File: src/rtl/ps2_pkg.sv
// Shared PS/2 receiver types and scan-code constants.
package ps2_pkg;

    typedef enum logic [1:0] {
        IDLE   = 2'd0,
        DATA   = 2'd1,
        PARITY = 2'd2,
        STOP   = 2'd3
    } ps2_state_t;

    // Identity of a held key: extended prefix plus scan code.
    typedef struct packed {
        logic       ext;
        logic [7:0] code;
    } key_id_t;

    localparam logic [7:0] PS2_EXT   = 8'hE0;
    localparam logic [7:0] PS2_BRK   = 8'hF0;
    localparam logic [7:0] KEY_UP    = 8'h75;
    localparam logic [7:0] KEY_DOWN  = 8'h72;
    localparam logic [7:0] KEY_LEFT  = 8'h6B;
    localparam logic [7:0] KEY_RIGHT = 8'h74;

    // Odd parity holds when data plus parity bit carry an odd number of ones.
    function automatic logic odd_parity_ok(input logic [7:0] d, input logic p);
        return ^{d, p};
    endfunction

endpackage

File: src/rtl/ps2_line_filter.sv
// Synchronizes the PS/2 pins, deglitches ps2_clk and emits a falling-edge pulse.
// Latency: 2 sync + FILTER_LEN filter + 1 cycle. No backpressure: edges are never stalled.
module ps2_line_filter #(
    parameter int FILTER_LEN = 8
) (
    input  logic iCLK,
    input  logic iRST,
    input  logic ps2_clk,
    input  logic ps2_data,
    output logic clk_fall,
    output logic data_sync
);

    localparam int CW = $clog2(FILTER_LEN + 1);

    logic [1:0]    clk_sync;
    logic [1:0]    dat_sync;
    logic [CW-1:0] flt_cnt;
    logic          clk_flt;

    always_ff @(posedge iCLK) begin
        if (iRST) begin
            clk_sync <= 2'b11;
            dat_sync <= 2'b11;
            flt_cnt  <= '0;
            clk_flt  <= 1'b1;
            clk_fall <= 1'b0;
        end else begin
            clk_sync <= {clk_sync[0], ps2_clk};
            dat_sync <= {dat_sync[0], ps2_data};
            clk_fall <= 1'b0;
            // Any sample agreeing with the filtered level restarts the run.
            if (clk_sync[1] == clk_flt) begin
                flt_cnt <= '0;
            end else if (flt_cnt == CW'(FILTER_LEN - 1)) begin
                clk_flt  <= clk_sync[1];
                flt_cnt  <= '0;
                clk_fall <= clk_flt;
            end else begin
                flt_cnt <= flt_cnt + CW'(1);
            end
        end
    end

    assign data_sync = dat_sync[1];

endmodule

File: src/rtl/ps2_key_receiver.sv
// PS/2 device-to-host frame receiver with E0/F0 prefix decode; KEY_HOLD_EN makes key_en a held level.
// Latency: outputs update one cycle after the filtered STOP falling edge.
// No backpressure: events are single-cycle pulses and must be consumed when presented.
module ps2_key_receiver
    import ps2_pkg::*;
#(
    parameter int FILTER_LEN  = 8,
    parameter int TIMEOUT_CYC = 100000
) (
    input  logic       iCLK,
    input  logic       iRST,
    input  logic       ps2_clk,
    input  logic       ps2_data,
    output logic [7:0] key_in,
    output logic       key_ext,
    output logic       key_break,
    output logic       key_valid,
    output logic       key_en,
    output logic       frame_err
);

    localparam int TW = $clog2(TIMEOUT_CYC + 1);

    logic          clk_fall;
    logic          data_s;
    ps2_state_t    state;
    logic [2:0]    bit_cnt;
    logic [7:0]    shift;
    logic          par_bit;
    logic [TW-1:0] tmo_cnt;
    logic          ext_flag;
    logic          brk_flag;
    logic          frame_ok;
`ifdef KEY_HOLD_EN
    key_id_t       held;
`endif

    ps2_line_filter #(
        .FILTER_LEN(FILTER_LEN)
    ) u_filter (
        .iCLK      (iCLK),
        .iRST      (iRST),
        .ps2_clk   (ps2_clk),
        .ps2_data  (ps2_data),
        .clk_fall  (clk_fall),
        .data_sync (data_s)
    );

    assign frame_ok = data_s && odd_parity_ok(shift, par_bit);

    always_ff @(posedge iCLK) begin
        if (iRST) begin
            state     <= IDLE;
            bit_cnt   <= '0;
            shift     <= '0;
            par_bit   <= 1'b0;
            tmo_cnt   <= '0;
            ext_flag  <= 1'b0;
            brk_flag  <= 1'b0;
            key_in    <= '0;
            key_ext   <= 1'b0;
            key_break <= 1'b0;
            key_valid <= 1'b0;
            key_en    <= 1'b0;
            frame_err <= 1'b0;
`ifdef KEY_HOLD_EN
            held      <= '0;
`endif
        end else begin
            key_valid <= 1'b0;
            frame_err <= 1'b0;
`ifndef KEY_HOLD_EN
            key_en    <= 1'b0;
`endif
            // A stalled frame is abandoned but pending prefixes survive.
            if (state != IDLE && !clk_fall) begin
                if (tmo_cnt == TW'(TIMEOUT_CYC - 1)) begin
                    state     <= IDLE;
                    frame_err <= 1'b1;
                    tmo_cnt   <= '0;
                end else begin
                    tmo_cnt <= tmo_cnt + TW'(1);
                end
            end else begin
                tmo_cnt <= '0;
            end

            if (clk_fall) begin
                case (state)
                    IDLE: begin
                        if (!data_s) begin
                            state   <= DATA;
                            bit_cnt <= '0;
                        end
                    end
                    DATA: begin
                        shift   <= {data_s, shift[7:1]};
                        bit_cnt <= bit_cnt + 3'd1;
                        if (bit_cnt == 3'd7)
                            state <= PARITY;
                    end
                    PARITY: begin
                        par_bit <= data_s;
                        state   <= STOP;
                    end
                    STOP: begin
                        state <= IDLE;
                        if (!frame_ok) begin
                            frame_err <= 1'b1;
                            ext_flag  <= 1'b0;
                            brk_flag  <= 1'b0;
                        end else if (shift == PS2_EXT) begin
                            ext_flag <= 1'b1;
                        end else if (shift == PS2_BRK) begin
                            brk_flag <= 1'b1;
                        end else begin
                            key_in    <= shift;
                            key_ext   <= ext_flag;
                            key_break <= brk_flag;
                            key_valid <= 1'b1;
                            ext_flag  <= 1'b0;
                            brk_flag  <= 1'b0;
`ifdef KEY_HOLD_EN
                            if (!brk_flag) begin
                                key_en <= 1'b1;
                                held   <= {ext_flag, shift};
                            end else if (key_en && held == {ext_flag, shift}) begin
                                key_en <= 1'b0;
                            end
`else
                            key_en <= !brk_flag;
`endif
                        end
                    end
                    default: state <= IDLE;
                endcase
            end
        end
    end

endmodule
File: config.mk
export PLATFORM = sky130hd
export DESIGN_NAME = ps2_key_receiver
export DESIGN_NICKNAME = d
export VERILOG_FILES = /design/src/rtl/ps2_pkg.sv /design/src/rtl/ps2_line_filter.sv /design/src/rtl/ps2_key_receiver.sv
export SDC_FILE = /design/constraint.sdc
export NUM_CORES = 1
export LEC_CHECK = 0
export BUFFER_PORTS_ARGS = -buffer_cell sky130_fd_sc_hd__buf_2
export CORE_ASPECT_RATIO = 0.7
export CORE_UTILIZATION = 36
export CTS_CLUSTER_SIZE = 16
export DETAILED_ROUTE_END_ITERATION = 8
export MAX_ROUTING_LAYER = met4
export PLACE_DENSITY = 0.61
export RECOVER_POWER = 25
export SYNTH_ARGS = -nofsm -noshare
export SYNTH_HDL_FRONTEND = slang
export SYNTH_SLANG_ARGS = --single-unit
File: constraint.sdc
create_clock -name iCLK -period 4.9 [get_ports iCLK]
set_input_delay 0.49 -clock iCLK [delete_from_list [all_inputs] [get_ports iCLK]]
set_output_delay 0.49 -clock iCLK [all_outputs]
set_load 0.01 [all_outputs]
Word-level counts from Yosys, hierarchy flattened
Cells that the tools add are included.
Widths: inputs -> output; s select.

storage, ports and cells
  register bits = 56
  input bits = 4
  output and inout bits = 13
  logic and storage cells = 81

cells by class
  add/sub/neg operators = 3
  eq/ne operators = 12
  mux-type cells = 20
  bitwise logic cells = 8
  reductions and logical operators = 20

operators with widths
  kind                   number
  $add 17x1->17 const B  1
  $eq 17x17->1 const B   1
  $eq 8x8->1 const B     2
  $mux 1                 12
  $mux 2                 5
  $reduce_and 3->1       3
  $reduce_or 3->1        3
  $reduce_xor 9->1       1
  $not 1->1              8
  $pmux 2 s4             1
  $pmux 3 s2             1
  $reduce_and 2->1       3
  $reduce_or 6->1        1
  $reduce_and 5->1       1
  $reduce_or 5->1        1
  $add 4x1->4 const B    1
  $eq 2x2->1 const B     2
  $eq 4x3->1 const B     1
  $ne 2x2->1 const B     2
  $reduce_bool 2->1      2
  $add 3x1->3 const B    1
  $eq 3x3->1 const B     1
  $mux 3                 1
  $ne 3x3->1 const B     1
  5 further kinds        7

Depth between registers and ports, before layout
Gate-level depths: netlist of run 1.

  depth after elaboration = 6
  gate-level depth with buffers = 6
  depth with buffers taken out = 5

Hierarchy
Synthesis of run 1 repeated with hierarchy kept, for this count alone.

unflattened totals
  cell total of the unflattened synthesis = 268
  area total of the unflattened synthesis = 2474.9 um2

by module, submodules not included
  module            instances  cells an instance  area an instance (um2)  seq. area each (um2)
  ps2_key_receiver  1          237                2138.3                  920.9
  ps2_line_filter   1          31                 336.6                   200.2

Worst setup path after synthesis of run 1
No wires, ideal clock.

  path type = register -> register
  start = register shift[1]
  end = register key_break
  setup time = 0.072 ns
  arrival = 1.552 ns
  required time = 4.828 ns
  setup slack = 3.276 ns
  stages on the path, launching flop included = 6
  path buffers = 1
  period minus slack after synthesis = 1.624 ns
  path through = dfxtp_1 > xor2_1 > xnor3_2 > mux2i_2 > buf_6 > mux2i_1

between the ends
  word-level cells in the longest chain between the ends = 3
  elaborated cells between the ends (all ways) = 7
  those cells by class = 2 x eq/ne; 2 x bitwise; 3 x reduce/logical

RTL lines
  element                                                                 line                     text
  start: declaration                                                      ps2_key_receiver.sv:28   logic [7:0] shift;
  start signal: assignment                                                ps2_key_receiver.sv:97   shift <= {data_s, shift[7:1]};
  $eq 8x8->1, or another cell as far along                                ps2_key_receiver.sv:114  end else if (shift == PS2_BRK) begin
  $not 1->1 (no source line) / $logic_and 1x1->1 (equally long branches)  -
  $reduce_and 5->1 (no source line) *                                     -
  end signal: assignment                                                  ps2_key_receiver.sv:119  key_break <= brk_flag;
  end: declaration                                                        ps2_key_receiver.sv:16   output logic key_break,

Mark *: on every way between the ends. The rest lies on a longest branch, timed or not.
A chain may end at the register's enable or synchronous reset.

Worst setup path in the final report of run 1
  start = input iRST
  end = register tmo_cnt[14]

between the ends
  word-level cells in the longest chain between the ends = 1

RTL lines
  element                           line                    text
  start: declaration                ps2_key_receiver.sv:11  input logic iRST,
  $reduce_or 3->1 (no source line)  -
  end signal: assignment            ps2_key_receiver.sv:82  tmo_cnt <= tmo_cnt + TW'(1);
  end: declaration                  ps2_key_receiver.sv:30  logic [TW-1:0] tmo_cnt;

No other way between the ends.

==> metrics.log, run 1 <==
INFO  metric top_level_i_o_count = 17
INFO  metric fp.dieW = 101 µm
INFO  metric worstPathMaxFanout = 48
INFO  metric cts-hold-fix-buffers = 0
INFO  metric p_per_area = 297.9 nW/µm²
INFO  metric cts_inserted_buffers = 5
INFO  metric grt_pass1_vias = 1554
INFO  metric worst_ep_required_time = 5.07 ns
INFO  metric tightest_slew = 1.740 ns
INFO  metric timing.final.hold_violations = 0
INFO  metric hold_path.class = in -> reg
INFO  metric grt_max_degree = 49
INFO  metric synth.area.top_cells = sky130_fd_sc_hd__dfxtp_1, sky130_fd_sc_hd__mux2i_1, sky130_fd_sc_hd__nand2b_1
INFO  metric synth_flop_cell = sky130_fd_sc_hd__dfxtp_1
INFO  metric detailed_route_wl = 4.213 mm
INFO  metric final-max-slew-violation-count = 49
INFO  metric placed_insts = 358
INFO  metric clockBufferDepth = 2
INFO  metric cts_tree = done
INFO  metric rsz_0062_raised_after_global_routing = no
INFO  metric ys_seq_area_frac = 0.4539
INFO  metric areaGrowthSynthToFinish = 10.13%
INFO  metric postSynthAreaPerCell = 9.427 µm²
INFO  metric critPathKind = in -> reg
INFO  metric clock_tree.root_cell = sky130_fd_sc_hd__clkbuf_8
INFO  metric nNetsFinal = 282
INFO  metric floorplan.die.height = 71.30 µm
INFO  metric async_flop_share = 0
INFO  metric via_count = 1769
INFO  metric clock.fmax = 434.1 MHz
INFO  metric postCtsSetupBuffers = 0
INFO  metric regArea = 1121 µm²
INFO  metric drtIter0Drc = 120
INFO  metric dp_hpwl = 2.861 mm
INFO  metric core_footprint = 6426 µm²
INFO  metric peakVddDrop = 0.1619 mV
INFO  metric fillerInstances = 652
INFO  metric count_of_distinct_cell_types_in_the_synthesized_netlist = 44
INFO  metric synth_enable_flop_cells = 0
INFO  metric clock_skew = 0.01075 ns
INFO  metric antenna_violating_nets_post_route = 0
INFO  metric ys_warn_count = 0
INFO  metric wl_per_cell = 11.54 µm
INFO  metric gp_congestion = 0.7781
INFO  metric critical_path_arrival = 2.47 ns
INFO  metric netlist.area_leader.share = 0.4539
INFO  metric syn-instance-count = 262
INFO  metric max-slew-margin-rel = -0.1598
INFO  metric starting_density = 0.3843
INFO  metric syn-cell-area = 2470 µm²
INFO  metric io_buffer_count = 16
INFO  metric number_of_sinks_driven_by_the_clock_tree = 56
INFO  metric dieArea = 7201 µm²
INFO  metric area_of_the_multi_input_gates = 1269 µm²
INFO  metric total_global_routing_overflow = 0
INFO  metric antenna-diode-count = 0
INFO  metric min_period = 2.304 ns
INFO  metric drv.max_cap_violation_count = 1
INFO  metric grt_first_pass_wirelength = 7.265 mm
INFO  metric h-tree-depth = 2
INFO  metric worstSetupEndpointType = flop
INFO  metric stdcell_count = 365
INFO  metric grt.total_usage = 0.1312
INFO  metric vias_per_cell = 4.847
INFO  metric result_of_the_run = finished, violations left
INFO  metric post-route-drc-count = 0
INFO  metric setup_violators_final = 0
INFO  metric synth_top_area_cell = sky130_fd_sc_hd__dfxtp_1
INFO  metric detailedRoute.firstPassIterationCount = 4
INFO  metric layout_worst_path_cycle_share = 0.4701
INFO  metric post_cts.resized_instances = 0
INFO  metric cts.reportedPaths.clkPinSlew = 0.09 ns
INFO  metric antenna_violations_before_repair = 0
INFO  metric violated_checks = capacitance limit, slew limit
INFO  metric cp-start-kind = input port
INFO  metric ff_latch_count_synth = 56
INFO  metric std_cell_rows = 24
INFO  metric totalNegativeSetupSlack = 0 ns
INFO  metric syn-num-nets = 270
INFO  metric leakagePower = 0.9023 nW
INFO  metric clk_latency = 0.30 ns
INFO  metric final_layout_size_suffix_gt1_frac = 0.07299
-- logic make-up (layout without fill, tap and decap cells) --
family	after synthesis	after routing	synth area share
mux	15	15	0.06231
fa+ha+maj	4	4	0.02026
buf+inv	17	29	0.03242
xor+xnor	22	22	0.09574
compound gates	31	31	0.08055
simple gates	117	117	0.2548
flops	56	56	0.4539
-- worst max-delay path: stages --
cell and delay (ns):
sky130_fd_sc_hd__clkbuf_1 1.23, sky130_fd_sc_hd__a211oi_1 0.14, sky130_fd_sc_hd__nand2_1 0.51, sky130_fd_sc_hd__nor2_1 0.09
-- stage by stage --
stage / power, W / instance area, µm² / setup WS [ns] / hold slack (ns) / utilization
floorplan: 0.0004783 / 2470 / 3.276 / 0.3895 / -
global placement: 0.0004798 / 2606 / 2.721 / 0.3924 / 0.4056
detailed placement: 0.0004800 / 2606 / 2.725 / 0.3954 / 0.4056
CTS: 0.0008233 / 2735 / 2.674 / 0.3591 / 0.4256
global route: 0.0008443 / 2720 / 2.353 / 0.3598 / 0.4233
finish: 0.0008103 / 2720 / 2.596 / 0.3711 / 0.4233
-- layout by cell type (no fill, tap or decap), types with 2 or more instances in the layout --
cell / instances
sky130_fd_sc_hd__a21oi_1: 16
sky130_fd_sc_hd__a22oi_1: 2
sky130_fd_sc_hd__and3_1: 3
sky130_fd_sc_hd__and4_1: 3
sky130_fd_sc_hd__buf_2: 4
sky130_fd_sc_hd__bufinv_16: 2
sky130_fd_sc_hd__clkbuf_1: 12
sky130_fd_sc_hd__clkbuf_8: 5
sky130_fd_sc_hd__dfxtp_1: 56
sky130_fd_sc_hd__ha_1: 4
sky130_fd_sc_hd__inv_1: 6
sky130_fd_sc_hd__mux2i_1: 14
sky130_fd_sc_hd__nand2_1: 26
sky130_fd_sc_hd__nand2b_1: 18
sky130_fd_sc_hd__nand3_1: 8
sky130_fd_sc_hd__nand4_1: 8
sky130_fd_sc_hd__nor2_1: 26
sky130_fd_sc_hd__nor2b_1: 2
sky130_fd_sc_hd__nor4_1: 4
sky130_fd_sc_hd__nor4bb_1: 2
sky130_fd_sc_hd__o2111ai_1: 2
sky130_fd_sc_hd__o211ai_1: 4
sky130_fd_sc_hd__o31ai_1: 2
sky130_fd_sc_hd__or2_2: 5
sky130_fd_sc_hd__or2b_1: 3
sky130_fd_sc_hd__or4_1: 2
sky130_fd_sc_hd__xnor2_1: 8
sky130_fd_sc_hd__xor2_1: 11
-- worst paths after layout --
path	end	startpoint	slack, ns	cells after the start
hold reg to reg	u_filter.clk_sync[1]$_SDFF_PP1_	u_filter.clk_sync[0]$_SDFF_PP1_	0.42	1
setup / recovery	tmo_cnt[14]$_SDFF_PP0_	iRST	2.60	4
hold / removal	u_filter.clk_sync[0]$_SDFF_PP1_	ps2_clk	0.37	2
setup reg to reg	key_en$_SDFF_PP0_	shift[1]$_SDFFE_PP0P_	2.72	4
-- sequential cells by signal (all words and copies together) (netlist names) --
register           count
key_valid              1
key_in                 8
u_filter.dat_sync      2
key_en                 1
shift                  8
state                  2
bit_cnt                3
key_ext                1
u_filter.flt_cnt       4
par_bit                1
u_filter.clk_fall      1
u_filter.clk_sync      2
u_filter.clk_flt       1
tmo_cnt               17
frame_err              1
ext_flag               1
key_break              1
brk_flag               1
-- where the power goes --
part	switching [W]	total, W	leakage (nW)	internal (W)
combinational	0.00000653	0.0000116	0.386	0.00000505
sequential	0.00000127	0.000458	0.452	0.000456
clock	0.000140	0.000341	0.0642	0.000201
total	0.000148	0.000810	0.902	0.000663
-- synth_stat cells (all sizes together) (5+ instances only) --
master	number
nor2	26
or2	5
clkbuf	7
xor2	11
nand2b	18
nand4	8
nand3	8
nand2	26
a21oi	16
xnor2	8
inv	6
mux2i	15
dfxtp	56
-- cell type report --
type | instances | share of cell area
Multi-Input combinational cell | 189 | 0.4664
Sequential cell | 56 | 0.4121
Tap cell | 91 | 0.04186
Clock buffer | 5 | 0.02530
Timing Repair Buffer | 16 | 0.02392
Clock inverter | 2 | 0.02208
Inverter | 6 | 0.008280
-- layer usage --
layer / up-vias / track usage / wire [µm]
met2: 22 / 0.1705 / 1590
met4: 0 / 0.03865 / 34
met1: 815 / 0.1982 / 2386
met3: 2 / 0.03024 / 202
li1: 930 / - / -
met5: - / - / 0
Power figures use the tool's default switching activity.
==> run 2: changes to the inputs <==
==> constraint.sdc (replaced) <==
create_clock -name iCLK -period 2.41 [get_ports iCLK]
set_input_delay 0.241 -clock iCLK [delete_from_list [all_inputs] [get_ports iCLK]]
set_output_delay 0.241 -clock iCLK [all_outputs]
set_load 0.01 [all_outputs]
==> run 2 against run 1 <==
Net effect: the flow now finishes without violations; final area down 0.55%; register-to-register slack lost 2.3 ns; clock power increased by 54%; combinational power grew 110%; core utilization decreased by 0.23 points; routed wire length grew 1.9%; largest power group unchanged; non-clock buffer count rose by 3; global-route usage rose by 0.11 points; sequential cell count did not move; clock skew shrank 0.00066 ns.
==> metrics.log, run 2 (synthesis gave the netlist of run 1 again) <==
INFO  metric result_of_the_run = finished clean (was finished, violations left)
INFO  metric core_footprint = 6426 µm² (unchanged)
INFO  metric worstSetupEndpointType = flop (unchanged)
INFO  metric finalHoldWorstSlack = 0.1095 ns (was 0.3711 ns)
INFO  metric largest-register = tmo_cnt (unchanged)
INFO  metric post_cts.resized_instances = 0 (unchanged)
INFO  metric layout_worst_path_cycle_share = 0.8234
INFO  metric clock_tree.root_cell = sky130_fd_sc_hd__clkbuf_8 (unchanged)
INFO  metric timing.final.hold_violations = 0 (unchanged)
INFO  metric post-route-drc-count = 0 (unchanged)
INFO  metric vias_per_cell = 4.892 (was 4.847)
INFO  metric drtIter0Drc = 93 (was 120)
INFO  metric cts.reportedPaths.clkPinSlew = 0.10 ns (was 0.09 ns)
INFO  metric worst_ep_required_time = 2.65 ns (was 5.07 ns)
INFO  metric total_global_routing_overflow = 0 (unchanged)
INFO  metric min_delay_worst_endpoint = u_filter.dat_sync[0]$_SDFF_PP1_ (was u_filter.clk_sync[0]$_SDFF_PP1_)
INFO  metric power_switching = 0.0003066 W (was 0.0001476 W)
INFO  metric critical_path_arrival = 2.22 ns (was 2.47 ns)
INFO  metric detailed_route_wl = 4.293 mm (was 4.213 mm)
INFO  metric dp_hpwl = 2.964 mm (was 2.861 mm)
INFO  metric p_per_area = 547.0 nW/µm² (was 297.9 nW/µm²)
INFO  metric clock.fmax = 503.9 MHz
INFO  metric std_cell_rows = 24 (unchanged)
INFO  metric critPathKind = reg -> reg (was in -> reg)
INFO  metric largest_reg_flops = 17 (unchanged)
INFO  metric hold_path.class = in -> reg (unchanged)
INFO  metric min_period = 1.984 ns
INFO  metric holdPathStages = 2 (unchanged)
INFO  metric post_dp_cell_area = 2629 µm² (was 2606 µm²)
INFO  metric detailedRoute.firstPassIterationCount = 4 (unchanged)
INFO  metric tightest_slew = 0.8985 ns (was 1.740 ns)
INFO  metric totalNegativeSetupSlack = 0 ns (unchanged)
INFO  metric cts-hold-fix-buffers = 0 (unchanged)
INFO  metric seqPwrFrac = 0.629 (was 0.565)
INFO  metric wl_per_cell = 11.63 µm (was 11.54 µm)
INFO  metric clk_latency = 0.30 ns (about the same)
INFO  metric commonest_non_fill_non_tap_cell_in_the_layout = sky130_fd_sc_hd__dfxtp_1 (unchanged)
INFO  metric peakVddDrop = 0.3497 mV (was 0.1619 mV)
INFO  metric worstReg2RegStart = shift[1]$_SDFFE_PP0P_ (unchanged)
INFO  metric starting_density = 0.3843 (unchanged)
INFO  metric antenna-diode-count = 0 (unchanged)
INFO  metric clockBufferDepth = 2 (unchanged)
INFO  metric antenna_violations_before_repair = 0 (unchanged)
INFO  metric clock_skew = 0.01009 ns (was 0.01075 ns)
INFO  metric grt_pass1_vias = 1547 (was 1554)
INFO  metric worst_r2r_endpoint = key_in[4]$_SDFFE_PP0P_ (was key_en$_SDFF_PP0_)
INFO  metric areaGrowthSynthToFinish = 9.524% (was 10.13%)
INFO  metric setup_violators_final = 0 (unchanged)
INFO  metric io_buffer_count = 16 (unchanged)
INFO  metric gp_congestion = 0.7665 (was 0.7781)
INFO  metric cts_tree = done (unchanged)
INFO  metric worstPathMaxFanout = 8 (was 48)
INFO  metric cts_inserted_buffers = 5 (unchanged)
INFO  metric largest_registers_ranked_by_flip_flop_count = tmo_cnt (17), key_in (8), shift (8) (unchanged)
INFO  metric rsz_0062_raised_after_global_routing = no (unchanged)
INFO  metric floorplan.die.height = 71.30 µm (unchanged)
INFO  metric share_clk_of_total_power = 0.355 (was 0.421)
INFO  metric grt.total_usage = 0.1323 (was 0.1312)
INFO  metric via_count = 1805 (was 1769)
INFO  metric min_from = ps2_data (was ps2_clk)
INFO  metric cp-start-kind = flop (was input port)
INFO  metric max-slew-margin-rel = 0.4010 (was -0.1598)
INFO  metric h-tree-depth = 2 (unchanged)
INFO  metric drv.max_cap_violation_count = 0 (was 1)
INFO  metric power.switching_fraction = 0.2072 (was 0.1821)
INFO  metric final_layout_size_suffix_gt1_frac = 0.07554 (was 0.07299)
INFO  metric fp.dieW = 101 µm (unchanged)
INFO  metric antenna_violating_nets_post_route = 0 (unchanged)
INFO  metric nNetsFinal = 285 (was 282)
INFO  metric final-max-slew-violation-count = 0 (was 49)
INFO  metric leakagePower = 0.8894 nW (was 0.9023 nW)
INFO  metric combPwrFrac = 0.016 (was 0.014)
INFO  metric layout_common_cells = sky130_fd_sc_hd__dfxtp_1, sky130_fd_sc_hd__nand2_1, sky130_fd_sc_hd__nor2_1 (unchanged)
INFO  metric ff2ff_setup_slack = 0.43 ns (was 2.72 ns)
INFO  metric totalPowerFinal = 0.001480 W (was 0.0008103 W)
INFO  metric timing.reg2reg.worst_path_depth = 5 (was 4)
INFO  metric number_of_sinks_driven_by_the_clock_tree = 56 (unchanged)
INFO  metric dieArea = 7201 µm² (unchanged)
INFO  metric grt_max_degree = 27 (was 49)
INFO  metric postCtsSetupBuffers = 0 (unchanged)
INFO  metric grt_first_pass_wirelength = 7.272 mm (was 7.265 mm)
INFO  metric finalInstanceArea = 2705 µm² (was 2720 µm²)
INFO  metric internal_power = 0.001173 W (was 0.0006627 W)
INFO  metric top_level_i_o_count = 17 (unchanged)
## run 2: cell count changes in the layout (fill, tap and decap cells not counted)
| cell | before | now |
|---|---|---|
| sky130_fd_sc_hd__buf_2 | 4 | 2 |
| sky130_fd_sc_hd__buf_4 | 0 | 3 |
| sky130_fd_sc_hd__bufinv_16 | 2 | 0 |
| sky130_fd_sc_hd__clkbuf_1 | 12 | 15 |
| sky130_fd_sc_hd__clkbuf_8 | 5 | 6 |
| sky130_fd_sc_hd__clkinvlp_4 | 0 | 1 |
## run 2: cell type report
cell class,count,area [µm²]
fillers,663,3721
clock inverters,1,7.507
well taps,91,113.9
repair buffers,19,85.08
flip-flops and latches,56,1121
inverters,6,22.52
clock buffers,7,86.33
multi-input cells,189,1269
## run 2: worst max-delay path by stage
stage / from / end / slack (ns)
2_1_floorplan: shift[1]$_SDFFE_PP0P_ / key_break$_SDFFE_PP0P_ / 0.79
3_3_place_gp: shift[1]$_SDFFE_PP0P_ / key_in[5]$_SDFFE_PP0P_ / 0.53
3_5_place_dp: shift[1]$_SDFFE_PP0P_ / key_in[4]$_SDFFE_PP0P_ / 0.46
4_1_cts: shift[1]$_SDFFE_PP0P_ / key_in[4]$_SDFFE_PP0P_ / 0.42
5_1_grt: shift[1]$_SDFFE_PP0P_ / key_in[0]$_SDFFE_PP0P_ / 0.30
6_report: shift[1]$_SDFFE_PP0P_ / key_in[4]$_SDFFE_PP0P_ / 0.43
## run 2: metal layers
layer  up-vias  routed length, µm  global-route usage
li1        938                  -                   -
met1       824               2381              0.1977
met2        38               1665              0.1659
met3         5                197             0.03415
met4         0                 48             0.05153
met5         -                  0                   -
## run 2: metrics by stage
stage / setup WS (ns) / instances / utilization
floorplan: 0.7862 / 262 / -
finish: 0.4256 / 369 / 0.4210
detailed placement: 0.4557 / 361 / 0.4091
CTS: 0.4238 / 369 / 0.4237
global route: 0.3044 / 369 / 0.4210
global placement: 0.5300 / 361 / 0.4091
## run 2: critical path, cell delays in order, from the launching register on
cell                      delay [ns]
sky130_fd_sc_hd__dfxtp_1        0.43
sky130_fd_sc_hd__xor2_1         0.19
sky130_fd_sc_hd__xnor3_2        0.50
sky130_fd_sc_hd__mux2i_2        0.32
sky130_fd_sc_hd__buf_4          0.26
sky130_fd_sc_hd__mux2i_1        0.21
## run 2: power by group through the flow
stage                     clock (W)  sequential [W]  combinational, W
after floorplan                   0        0.000951         0.0000216
after global placement            0        0.000952         0.0000247
after detailed placement          0        0.000952         0.0000249
after CTS                  0.000553        0.000931         0.0000250
after global routing       0.000594        0.000932         0.0000271
final                      0.000525        0.000931         0.0000243
==> run 3: changes to the inputs <==
==> constraint.sdc (replaced) <==
create_clock -name iCLK -period 1.98 [get_ports iCLK]
set_input_delay 0.198 -clock iCLK [delete_from_list [all_inputs] [get_ports iCLK]]
set_output_delay 0.198 -clock iCLK [all_outputs]
set_load 0.01 [all_outputs]
==> run 3 against run 2 <==
Net effect: fmax is 9.5% higher; highest routed layer unchanged; sequential power is 21% higher; global-route usage is 0.52 points higher; worst hold slack worse by 0.049 ns; largest cell class unchanged; total power is 32% higher.
==> metrics.log, run 3 (synthesis gave the netlist of run 1 again) <==
INFO  metric result_of_the_run = finished clean (unchanged)
INFO  metric critical_path_arrival = 1.99 ns (was 2.22 ns)
INFO  metric clock.fmax = 551.8 MHz (was 503.9 MHz)
INFO  metric grt_first_pass_wirelength = 7.610 mm (was 7.272 mm)
INFO  metric std_cell_rows = 24 (unchanged)
INFO  metric min_period = 1.812 ns (was 1.984 ns)
INFO  metric number_of_sinks_driven_by_the_clock_tree = 56 (unchanged)
INFO  metric detailedRoute.firstPassIterationCount = 4 (unchanged)
INFO  metric rsz_0062_raised_after_global_routing = no (unchanged)
INFO  metric core_footprint = 6426 µm² (unchanged)
INFO  metric floorplan.die.height = 71.30 µm (unchanged)
INFO  metric via_count = 1797 (was 1805)
INFO  metric cts_tree = done (unchanged)
INFO  metric critPathKind = reg -> reg (unchanged)
INFO  metric timing.reg2reg.worst_path_depth = 5 (unchanged)
INFO  metric dp_hpwl = 3.100 mm (was 2.964 mm)
INFO  metric worst_ep_required_time = 2.15 ns (was 2.65 ns)
INFO  metric top_level_i_o_count = 17 (unchanged)
INFO  metric nNetsFinal = 290 (was 285)
INFO  metric detailed_route_wl = 4.484 mm (was 4.293 mm)
INFO  metric clk_latency = 0.31 ns (was 0.30 ns)
INFO  metric hold_path.class = in -> reg (unchanged)
INFO  metric fp.dieW = 101 µm (unchanged)
INFO  metric antenna-diode-count = 0 (unchanged)
INFO  metric cpPeakStageDelay = 0.59 ns (was 0.50 ns)
INFO  metric global_route.usage.met3 = 0.02732 (was 0.03415)
INFO  metric clock_skew = 0.01248 ns (was 0.01009 ns)
INFO  metric cp-start-kind = flop (unchanged)
INFO  metric worstSetupEndpointType = flop (unchanged)
INFO  metric clock_tree.root_cell = sky130_fd_sc_hd__clkbuf_8 (unchanged)
INFO  metric p_per_area = 703.3 nW/µm² (was 547.0 nW/µm²)
INFO  metric total_global_routing_overflow = 0 (unchanged)
INFO  metric timing.final.hold_violations = 0 (unchanged)
INFO  metric grt.total_usage = 0.1375 (was 0.1323)
INFO  metric areaGrowthSynthToFinish = 12.16% (was 9.524%)
INFO  metric grt_use_met2 = 0.1781 (was 0.1659)
INFO  metric max-slew-margin-rel = 0.4205 (was 0.4010)
INFO  metric grt_max_degree = 27 (unchanged)
INFO  metric holdPathStages = 2 (unchanged)
INFO  metric totalNegativeSetupSlack = 0 ns (unchanged)
INFO  metric post_cts.resized_instances = 0 (unchanged)
INFO  metric setup_ws = 0.1678 ns (was 0.4256 ns)
INFO  metric dpl_worst_slack = 0.2055 ns (was 0.4557 ns)
INFO  metric starting_density = 0.3843 (unchanged)
INFO  metric critical_path.cell_chain = or4b_4 > o2111ai_1 > mux2i_2 > buf_4 > nor3b_2 (was xor2_1 > xnor3_2 > mux2i_2 > buf_4 > mux2i_1)
INFO  metric drtIter0Drc = 121 (was 93)
INFO  metric met1_usage = 0.2080 (was 0.1977)
INFO  metric layout_common_cells = sky130_fd_sc_hd__dfxtp_1, sky130_fd_sc_hd__nand2_1, sky130_fd_sc_hd__nor2_1 (unchanged)
INFO  metric cts_inserted_buffers = 5 (unchanged)
INFO  metric cts.reportedPaths.clkPinSlew = 0.10 ns (about the same)
INFO  metric antenna_violating_nets_post_route = 0 (unchanged)
INFO  metric final_layout_size_suffix_gt1_frac = 0.09541 (was 0.07554)
INFO  metric peakVddDrop = 0.4413 mV (was 0.3497 mV)
INFO  metric cts-hold-fix-buffers = 0 (unchanged)
INFO  metric antenna_violations_before_repair = 0 (unchanged)
INFO  metric commonest_non_fill_non_tap_cell_in_the_layout = sky130_fd_sc_hd__dfxtp_1 (unchanged)
INFO  metric dieArea = 7201 µm² (unchanged)
INFO  metric clockBufferDepth = 2 (unchanged)
INFO  metric worstPathMaxFanout = 12 (was 8)
INFO  metric post-route-drc-count = 0 (unchanged)
INFO  metric grt_pass1_vias = 1606 (was 1547)
INFO  metric h-tree-depth = 2 (unchanged)
INFO  metric leakagePower = 0.9323 nW (was 0.8894 nW)
INFO  metric drv.max_cap_violation_count = 0 (unchanged)
INFO  metric largest-register = tmo_cnt (unchanged)
INFO  metric grt-busiest-layer = met1 (unchanged)
INFO  metric setup_violators_final = 0 (unchanged)
INFO  metric layout_worst_path_cycle_share = 0.9153 (was 0.8234)
INFO  metric postCtsSetupBuffers = 0 (unchanged)
INFO  metric final-max-slew-violation-count = 0 (unchanged)
INFO  metric largest_reg_flops = 17 (unchanged)
INFO  metric vias_per_cell = 4.805 (was 4.892)
INFO  metric wl_per_cell = 11.99 µm (was 11.63 µm)
INFO  metric tightest_slew = 0.8693 ns (was 0.8985 ns)
INFO  metric gp_congestion = 0.7443 (was 0.7665)
INFO  metric io_buffer_count = 16 (unchanged)
INFO  metric largest_registers_ranked_by_flip_flop_count = tmo_cnt (17), key_in (8), shift (8) (unchanged)
INFO  metric timing.critical_path.slowest_stage_cell = sky130_fd_sc_hd__or4b_4 (was sky130_fd_sc_hd__xnor3_2)
-- run 3: changes by cell type in the layout (fill, tap and decap cells not counted) --
cell	before	now
sky130_fd_sc_hd__buf_4	3	8
sky130_fd_sc_hd__bufinv_16	0	1
sky130_fd_sc_hd__clkbuf_1	15	14
sky130_fd_sc_hd__clkinv_4	0	1
sky130_fd_sc_hd__clkinvlp_4	1	0
-- run 3: cell type report --
class	instances	area, µm²
Sequential cell	56	1121
Fill cell	656	3656
Inverter	6	22.52
Timing Repair Buffer	24	122.6
Clock buffer	6	82.58
Tap cell	91	113.9
Clock inverter	2	38.79
Multi-Input combinational cell	189	1269
-- run 3: critical path, delay by kind of cell (launching register included) --
kind | cells | cell delay [ns]
and+or+nand+nor | 2 | 0.76
AOI/OAI and AO/OA | 1 | 0.25
muxes | 1 | 0.09
DFF | 1 | 0.36
buffers and inverters | 1 | 0.21
-- run 3: metal layers --
| metal | vias to the layer above | share of wire |
|---|---|---|
| met5 | - | 0 |
| met4 | 0 | 0.013 |
| met3 | 7 | 0.034 |
| met2 | 27 | 0.39 |
| met1 | 813 | 0.56 |
| li1 | 950 | - |
-- run 3: metrics by stage --
stage | instances | instance area, µm² | total power, W | util | hold WS [ns]
after floorplan | 262 | 2470 | 0.001184 | - | 0.3018
after global routing | 374 | 2770 | 0.002036 | 0.4311 | 0.05041
final | 374 | 2770 | 0.001948 | 0.4311 | 0.06076
after CTS | 374 | 2788 | 0.001971 | 0.4338 | 0.05244
after global placement | 366 | 2666 | 0.001189 | 0.4149 | 0.3818
after detailed placement | 366 | 2666 | 0.001189 | 0.4149 | 0.3838
-- run 3: power by group --
| group | switching, W | internal (W) | total [W] |
|---|---|---|---|
| Combinational | 0.0000166 | 0.0000132 | 0.0000298 |
| Sequential | 0.00000319 | 0.00113 | 0.00113 |
| Clock | 0.000371 | 0.000414 | 0.000785 |
-- run 3: final timing paths --
check | startpoint | to | slack [ns]
hold reg to reg | u_filter.dat_sync[0]$_SDFF_PP1_ | u_filter.dat_sync[1]$_SDFF_PP1_ | 0.42
setup / recovery | shift[1]$_SDFFE_PP0P_ | key_en$_SDFF_PP0_ | 0.17
setup reg to reg | shift[1]$_SDFFE_PP0P_ | key_en$_SDFF_PP0_ | 0.17
hold / removal | ps2_data | u_filter.dat_sync[0]$_SDFF_PP1_ | 0.06
